$ cat config.mk
export PLATFORM = sky130hd
export DESIGN_NAME = frame_tx_ctrl
export DESIGN_NICKNAME = d
export VERILOG_FILES = /design/src/rtl/frame_pkg.sv /design/src/rtl/frame_tx_ctrl_busy_handshake.sv /design/src/rtl/frame_tx_ctrl.sv
export SDC_FILE = /design/constraint.sdc
export NUM_CORES = 1
export LEC_CHECK = 0
export ABC_CLOCK_PERIOD_IN_PS = 1500
export BUFFER_PORTS_ARGS = -buffer_cell sky130_fd_sc_hd__buf_2
export CAP_MARGIN = 20
export CORE_UTILIZATION = 39
export CTS_CLUSTER_DIAMETER = 120
export DETAILED_ROUTE_END_ITERATION = 6
export GPL_TIMING_DRIVEN = 0
export PLACE_DENSITY = 0.72
export RECOVER_POWER = 100
export SYNTH_ARGS = -nofsm -noshare
export SYNTH_HDL_FRONTEND = slang
export SYNTH_SLANG_ARGS = --single-unit
$ cat constraint.sdc
create_clock -name clk -period 1.5 [get_ports clk]
set_clock_uncertainty 0.05 [all_clocks]
set_input_delay 0.3 -clock clk [delete_from_list [all_inputs] [get_ports clk]]
set_output_delay 0.3 -clock clk [all_outputs]
set_load 0.005 [all_outputs]
$ cat src/rtl/frame_pkg.sv
// Shared definitions for the frame sequencer: state encoding, CRC-8 constants
// and default frame/watchdog sizing.
package frame_pkg;

    localparam int FRAME_LEN_DEF   = 16;
    localparam int TIMEOUT_CYC_DEF = 5000000;

    // CRC-8 as implemented by the external engine (non-reflected, no final xor)
    localparam logic [7:0] CRC8_POLY = 8'h07;
    localparam logic [7:0] CRC8_INIT = 8'h00;

    typedef logic [3:0] state_t;

    localparam state_t ST_IDLE     = 4'd0;
    localparam state_t ST_CLR      = 4'd1;
    localparam state_t ST_WAIT_RX  = 4'd2;
    localparam state_t ST_ISSUE    = 4'd3;
    localparam state_t ST_WAIT_HI  = 4'd4;
    localparam state_t ST_WAIT_LO  = 4'd5;
    localparam state_t ST_CRC_SEND = 4'd6;
    localparam state_t ST_CRC_HI   = 4'd7;
    localparam state_t ST_CRC_LO   = 4'd8;
    localparam state_t ST_DONE     = 4'd9;

    // States in which the sequencer is blocked on an external party
    function automatic logic is_wait_state(input state_t s);
        return (s == ST_WAIT_RX) || (s == ST_WAIT_HI) || (s == ST_WAIT_LO) ||
               (s == ST_CRC_HI)  || (s == ST_CRC_LO);
    endfunction

endpackage

$ cat src/rtl/frame_tx_ctrl_busy_handshake.sv
// Two-phase sender handshake tracker: first sees tx_busy rise, then fall.
// Shared by the payload (WAIT_HI/WAIT_LO) and trailer (CRC_HI/CRC_LO) paths.
module busy_handshake (
    input  logic track_hi,
    input  logic track_lo,
    input  logic tx_busy,
    output logic seen_rise,
    output logic seen_fall
);

    assign seen_rise = track_hi &  tx_busy;
    assign seen_fall = track_lo & ~tx_busy;

endmodule

$ cat src/rtl/frame_tx_ctrl.sv
// Frame sequencer: forwards FRAME_LEN UART bytes to the inter-FPGA sender and
// appends the CRC-8 trailer. Define FRAME_TX_CTRL_TIMEOUT_EN for the watchdog.
module frame_tx_ctrl
    import frame_pkg::*;
#(
    parameter int FRAME_LEN   = FRAME_LEN_DEF,
    parameter int TIMEOUT_CYC = TIMEOUT_CYC_DEF
) (
    input  logic       clk,
    input  logic       reset,
    input  logic       start,
    input  logic [7:0] rx_data,
    input  logic       rx_ready,
    output logic       rx_clear,
    output logic [7:0] tx_data,
    output logic       tx_send,
    input  logic       tx_busy,
    output logic       crc_clr,
    output logic       crc_en,
    input  logic [7:0] crc_in,
    output logic       busy,
    output logic       done,
    output logic       err_timeout,
    output logic [7:0] byte_count
);

    state_t     state;
    state_t     state_next;
    logic [7:0] tx_data_q;
    logic       seen_rise;
    logic       seen_fall;
    logic       timeout_hit;
    logic       more_bytes;

    busy_handshake u_handshake (
        .track_hi  ((state == ST_WAIT_HI) || (state == ST_CRC_HI)),
        .track_lo  ((state == ST_WAIT_LO) || (state == ST_CRC_LO)),
        .tx_busy   (tx_busy),
        .seen_rise (seen_rise),
        .seen_fall (seen_fall)
    );

    assign more_bytes = byte_count < 8'(FRAME_LEN);

`ifdef FRAME_TX_CTRL_TIMEOUT_EN
    localparam int WD_W = (TIMEOUT_CYC > 1) ? $clog2(TIMEOUT_CYC) : 1;

    logic [WD_W-1:0] wd_cnt;

    assign timeout_hit = is_wait_state(state) && (wd_cnt == WD_W'(TIMEOUT_CYC - 1));

    always_ff @(posedge clk) begin
        if (reset) begin
            wd_cnt <= '0;
        end else if (state_next != state) begin
            wd_cnt <= '0;
        end else if (is_wait_state(state)) begin
            wd_cnt <= wd_cnt + 1'b1;
        end
    end
`else
    // Without the watchdog the timeout length has no effect
    logic unused_timeout_cfg;
    assign unused_timeout_cfg = (TIMEOUT_CYC != 0);
    assign timeout_hit        = 1'b0;
`endif

    always_comb begin
        // NOTE: default first so every path assigns state_next (no latch)
        state_next = state;
        case (state)
            ST_IDLE:     if (start)     state_next = ST_CLR;
            ST_CLR:                     state_next = ST_WAIT_RX;
            ST_WAIT_RX:  if (rx_ready)  state_next = ST_ISSUE;
            ST_ISSUE:                   state_next = ST_WAIT_HI;
            ST_WAIT_HI:  if (seen_rise) state_next = ST_WAIT_LO;
            ST_WAIT_LO:  if (seen_fall) state_next = more_bytes ? ST_WAIT_RX : ST_CRC_SEND;
            ST_CRC_SEND:                state_next = ST_CRC_HI;
            ST_CRC_HI:   if (seen_rise) state_next = ST_CRC_LO;
            ST_CRC_LO:   if (seen_fall) state_next = ST_DONE;
            ST_DONE:                    state_next = ST_IDLE;
            default:                    state_next = ST_IDLE;
        endcase
        if (timeout_hit) begin
            state_next = ST_IDLE;
        end
    end

    // NOTE: sequential state uses non-blocking assignments only
    always_ff @(posedge clk) begin
        if (reset) begin
            state      <= ST_IDLE;
            tx_data_q  <= 8'h00;
            byte_count <= 8'h00;
        end else begin
            state <= state_next;
            if (state_next == ST_ISSUE) begin
                tx_data_q <= rx_data;
            end else if (state == ST_CRC_SEND) begin
                tx_data_q <= crc_in;
            end
            // byte_count survives IDLE and aborts; only CLR restarts it
            if (state == ST_CLR) begin
                byte_count <= 8'h00;
            end else if (state == ST_ISSUE) begin
                byte_count <= byte_count + 8'd1;
            end
        end
    end

    // Trailer byte is taken straight from the engine while CRC_SEND is active
    assign tx_data = (state == ST_CRC_SEND) ? crc_in : tx_data_q;

    // Strobes are masked while reset is held so none leaks out of a reset cycle
    assign tx_send     = ~reset & ((state == ST_ISSUE) || (state == ST_CRC_SEND));
    assign crc_en      = ~reset & (state == ST_ISSUE);
    assign rx_clear    = ~reset & (state == ST_ISSUE);
    assign crc_clr     = ~reset & (state == ST_CLR);
    assign done        = ~reset & (state == ST_DONE);
    assign err_timeout = ~reset & timeout_hit;
    assign busy        = ~reset & (state != ST_IDLE);

endmodule

; ---- Yosys cells after proc, flatten, opt, wreduce, memory -nomap -nowiden
; Cells that the tools add are included.
[totals]
out_inout_bits = 23
input_bits = 21
reg_bits = 20
word_cells = 40
[op_classes]
add_sub_neg = 1
bitwise_logic = 9
magnitude_cmp = 1
eq_ne = 10
n_reduce_logical = 6
muxes = 10
[ops]
columns = op, count
row1 = 4-bit one-hot mux with 9 select lines, 1
row2 = 4-bit two-way mux, 6
row3 = "4-bit by 3-bit equality test with 1-bit output, second input constant", 4
row4 = 8-bit two-way mux, 2
row5 = "4-bit by 2-bit equality test with 1-bit output, second input constant", 3
row6 = "8-bit by 1-bit adder with 8-bit output, second input constant", 1
row7 = "4-bit equality test, second input constant", 2
row8 = "8-bit by 5-bit less-than comparator with 1-bit output, second input constant", 1
row9 = 1-bit AND, 7
row10 = "4-bit by 1-bit equality test with 1-bit output, second input constant", 1
row11 = 4-bit logical NOT, 1
row12 = 4-bit nonzero test, 1
row13 = 1-bit logical OR, 3
row14 = 3-bit two-way mux, 1
row15 = 1-bit NOT, 2
row16 = 2-bit OR reduction, 1

; ---- Depth between registers and ports, before layout
[logic_depth]
word_depth = 7
ltp_mapped = 5
ltp_nobuf = 4

; ---- Modules after synthesis
; Synthesis repeated with hierarchy kept, for this count alone.
[unflattened]
cells_unflattened = 141
hier_area_um2 = 1132.3
[by_module_without_submodules]
columns = module, cells_each, seq_area_each_um2, instances, area_per_inst_um2
row1 = frame_tx_ctrl, 139, 400.4, 1, 1116.1
row2 = busy_handshake, 2, 0.0, 1, 16.3

; ---- Worst setup path after synthesis
; No wires, ideal clock.
[synth_timing]
path_type = reg-to-output
start = reg state[0]
end = out tx_data[0]
t_required_ns = 1.150
slack_ns = 0.096
stages_incl_launch_ff = 4
arrival_time_ns = 1.054
path_buffers = 1
path_cell_list = dfxtp_1 -> and4bb_1 -> buf_6 -> mux2_4
[synth_between]
elab_chain_len = 2
[synth_rtl]
columns = item, line_no
row1 = "start, declared", frame_tx_ctrl.sv:27  ; state_t state;
row2 = "start signal, assigned", frame_tx_ctrl.sv:96  ; state <= state_next;
row3 = 4-bit by 3-bit equality test with 1-bit output, frame_tx_ctrl.sv:112  ; assign tx_data = (state == ST_CRC_SEND) ? crc_in : tx_data_q;
row4 = 8-bit two-way mux, frame_tx_ctrl.sv:112
row5 = "end, declared", frame_tx_ctrl.sv:15  ; output logic [7:0] tx_data,
; No other way between the ends.

; ---- Worst setup path after layout
[layout_timing]
start = reg state[0]
end = out tx_data[2]
; The elaborated chain is that of the path after synthesis.

==> results.tsv <==
metric	value	unit
power_density	733	mW/mm^2
diodes	0	
ys_warn_count	0	
wirelength	2950	um
dp_cells	207	
cts_num_sinks	20	
grt_pass1_vias	1112	
outcome	finished with violations	
chipHeight	57.3	um
drtIter0Drc	22	
peakVddDrop	409	uV
violations	DRC, setup timing	
timing.rr.start	state[3]$_SDFF_PP0_	
worstSetupEndpointType	primary output	
grt_max_degree	12	
gp_congestion	0.728	
synth_nets	158	
crit_arrival	1.54	ns
postSynth.asyncResetShare	0	%
setup_viol	18	
layout_min_cycle_time	1.89	ns
fmax	0.530	GHz
area_delta_synth_final	35.8	%
timing_hold_violations_final	0	
layout.nets	210	
portBuffers	40	
first_pass_iters	6	
required	1.15	ns
viasPerCell	5.42	
final_cells	218	
timing.hold.ws	0.291	ns
cts-root-buf	clkbuf_4	
place_area	0.00143	mm^2
initial_core_util	42.1	%
synth_area	0.00119	mm^2
grtUsageTotal	18.8	%
grt_antenna_before_repair	0	
finalCritPeriodShare	126	%
syn_avg_cell_area	8.76	um^2
synth-seq-cells	20	
rsz0062_at_grt	yes	
cp-start-kind	flop	
fin_ws	-0.385	ns
ant_nets	0	
fillCellCount	274	
cellLeakagePower	0.733	nW
synth_edf_count	0	
htreeDepth	1	
grt_pass1_wl	4860	um
synthFlopType	dfxtp_1	
hold_start	crc_in[3]	
vias	1182	
rows	19	
clkTransAtPathRegs	0.11	ns
maxSlewViolCount	0	
wire_per_inst	13.5	um
core	0.00283	mm^2
cts_made_buffers	3	
dieWidth	57.3	um
globalRouteOverflowTotal	0	
fin_area	0.00162	mm^2
startpoint	state[0]$_SDFF_PP0_	
drc_errors	10	
clk_path_buf_depth	2	
layout-drive-gt1-share	48.7	%
clk_latency	0.29	ns
dpl.hpwl	2090	um
worst-path-max-fanout	9	
io_pins	44	
ys_seq_area_share	33.6	%
syn_inst	136	
hp-class	in2reg	
cap_viol_max_count	0	
synth.distinct_cells	36	
crit_type	reg2out	
dieArea	0.00328	mm^2
tritoncts	built	
r2r_slack	-0.09	ns
fin_util	57.2	%
[state kept, by name, indices dropped and copies added (netlist names)]
name and cells:
state 4, tx_data_q 8, byte_count 8
[logic make-up (layout without fill, tap and decap cells)]
logic type      count (synthesis)  in the layout  synth area share [%]
other cells                     1              1                 0.315
compound gates                 41             41                  23.3
simple gates                   37             37                  19.9
xor+xnor                        1              1                 0.735
flops                          20             20                  33.6
buf+inv                        26             77                  10.2
fa+ha+maj                       1              1                  1.05
mux                             9              9                  10.9
[metrics by stage]
step	setup TNS (ns)	setup WS [ns]	total power, mW
after detailed placement	-0.963	-0.185	0.850
final	-4.31	-0.385	1.19
after global routing	-5.45	-0.441	1.26
after global placement	-0.795	-0.172	0.840
after CTS	-4.15	-0.388	1.17
after floorplan	0	0.0958	0.764
[timing repair]
item,4_1_cts,5_1_grt
gates resized for setup,16,15
pin swaps,2,9
setup buffers,4,4
hold buffers,0,0
setup endpoints to repair,15,18
[per-layer routing]
metal / routed length, um / up-vias / GRT usage [%]
li1: - / 592 / -
met1: 1300 / 551 / 22.7
met2: 1490 / 35 / 35.0
met3: 141 / 4 / 2.95
met4: 17 / 0 / 4.18
met5: 0 / - / 0
[worst max-delay path, cell delays in order, from the launching register on]
cell,delay (ns)
dfxtp_2,0.36
and4bb_1,0.26
buf_6,0.17
mux2_4,0.32
buf_2,0.13
[final cells by class]
type / instances / area, um^2 / area share (%)
flip-flops and latches: 20 / 408 / 25.2
inverters: 12 / 45.0 / 2.78
multi-input cells: 90 / 729 / 45.1
repair buffers: 48 / 272 / 16.8
plain buffers: 13 / 88.8 / 5.49
clock buffers: 4 / 36.3 / 2.24
well taps: 31 / 38.8 / 2.40
[cells in the final DEF (no fill, tap or decap), types with 3 or more instances in the layout]
| master | count |
|---|---|
| nand2_1 | 3 |
| nand3_1 | 6 |
| mux2_4 | 8 |
| buf_4 | 9 |
| o21ai_0 | 4 |
| clkbuf_4 | 3 |
| a41oi_1 | 8 |
| buf_6 | 4 |
| a21oi_2 | 4 |
| buf_2 | 44 |
| dfxtp_1 | 14 |
| or3_1 | 4 |
| dfxtp_2 | 6 |
| o21a_1 | 8 |
| or4_4 | 3 |
| inv_1 | 11 |
| nor2_1 | 3 |
| a21oi_1 | 9 |
| nor2b_1 | 4 |
[worst paths after layout]
path,endpoint,cells after the start
max,tx_data[2],4
min,tx_data_q[3]$_SDFF_PP0_,3
max reg2reg,byte_count[6]$_SDFFE_PP0P_,5
min reg2reg,byte_count[7]$_SDFFE_PP0P_,2
[synth_stat cells (2+ instances only)]
cell      number  area (um^2)
nor2b_1        4         25.0
buf_4          2         15.0
o21ai_0        4         20.0
mux2_4         8          120
or3_1          5         31.3
a21oi_1       13         65.1
o31ai_1        3         22.5
inv_1         11         41.3
o21bai_1       2         15.0
or4_1          4         30.0
nor3_1         2         10.0
dfxtp_1       20          400
nand3_1        6         30.0
a41oi_1        8         70.1
nor2_1         5         18.8
clkbuf_1       4         15.0
o21a_1         8         60.1
nand2_1        3         11.3
buf_2          7         35.0
[power breakdown]
| part | switching, mW | total (mW) | internal, mW | leakage (nW) |
|---|---|---|---|---|
| clock | 0.164 | 0.312 | 0.148 | 0.0210 |
| sequential | 0.0185 | 0.579 | 0.561 | 0.165 |
| combinational | 0.142 | 0.294 | 0.151 | 0.547 |
| total | 0.325 | 1.19 | 0.860 | 0.733 |
Power figures use the tool's default switching activity.
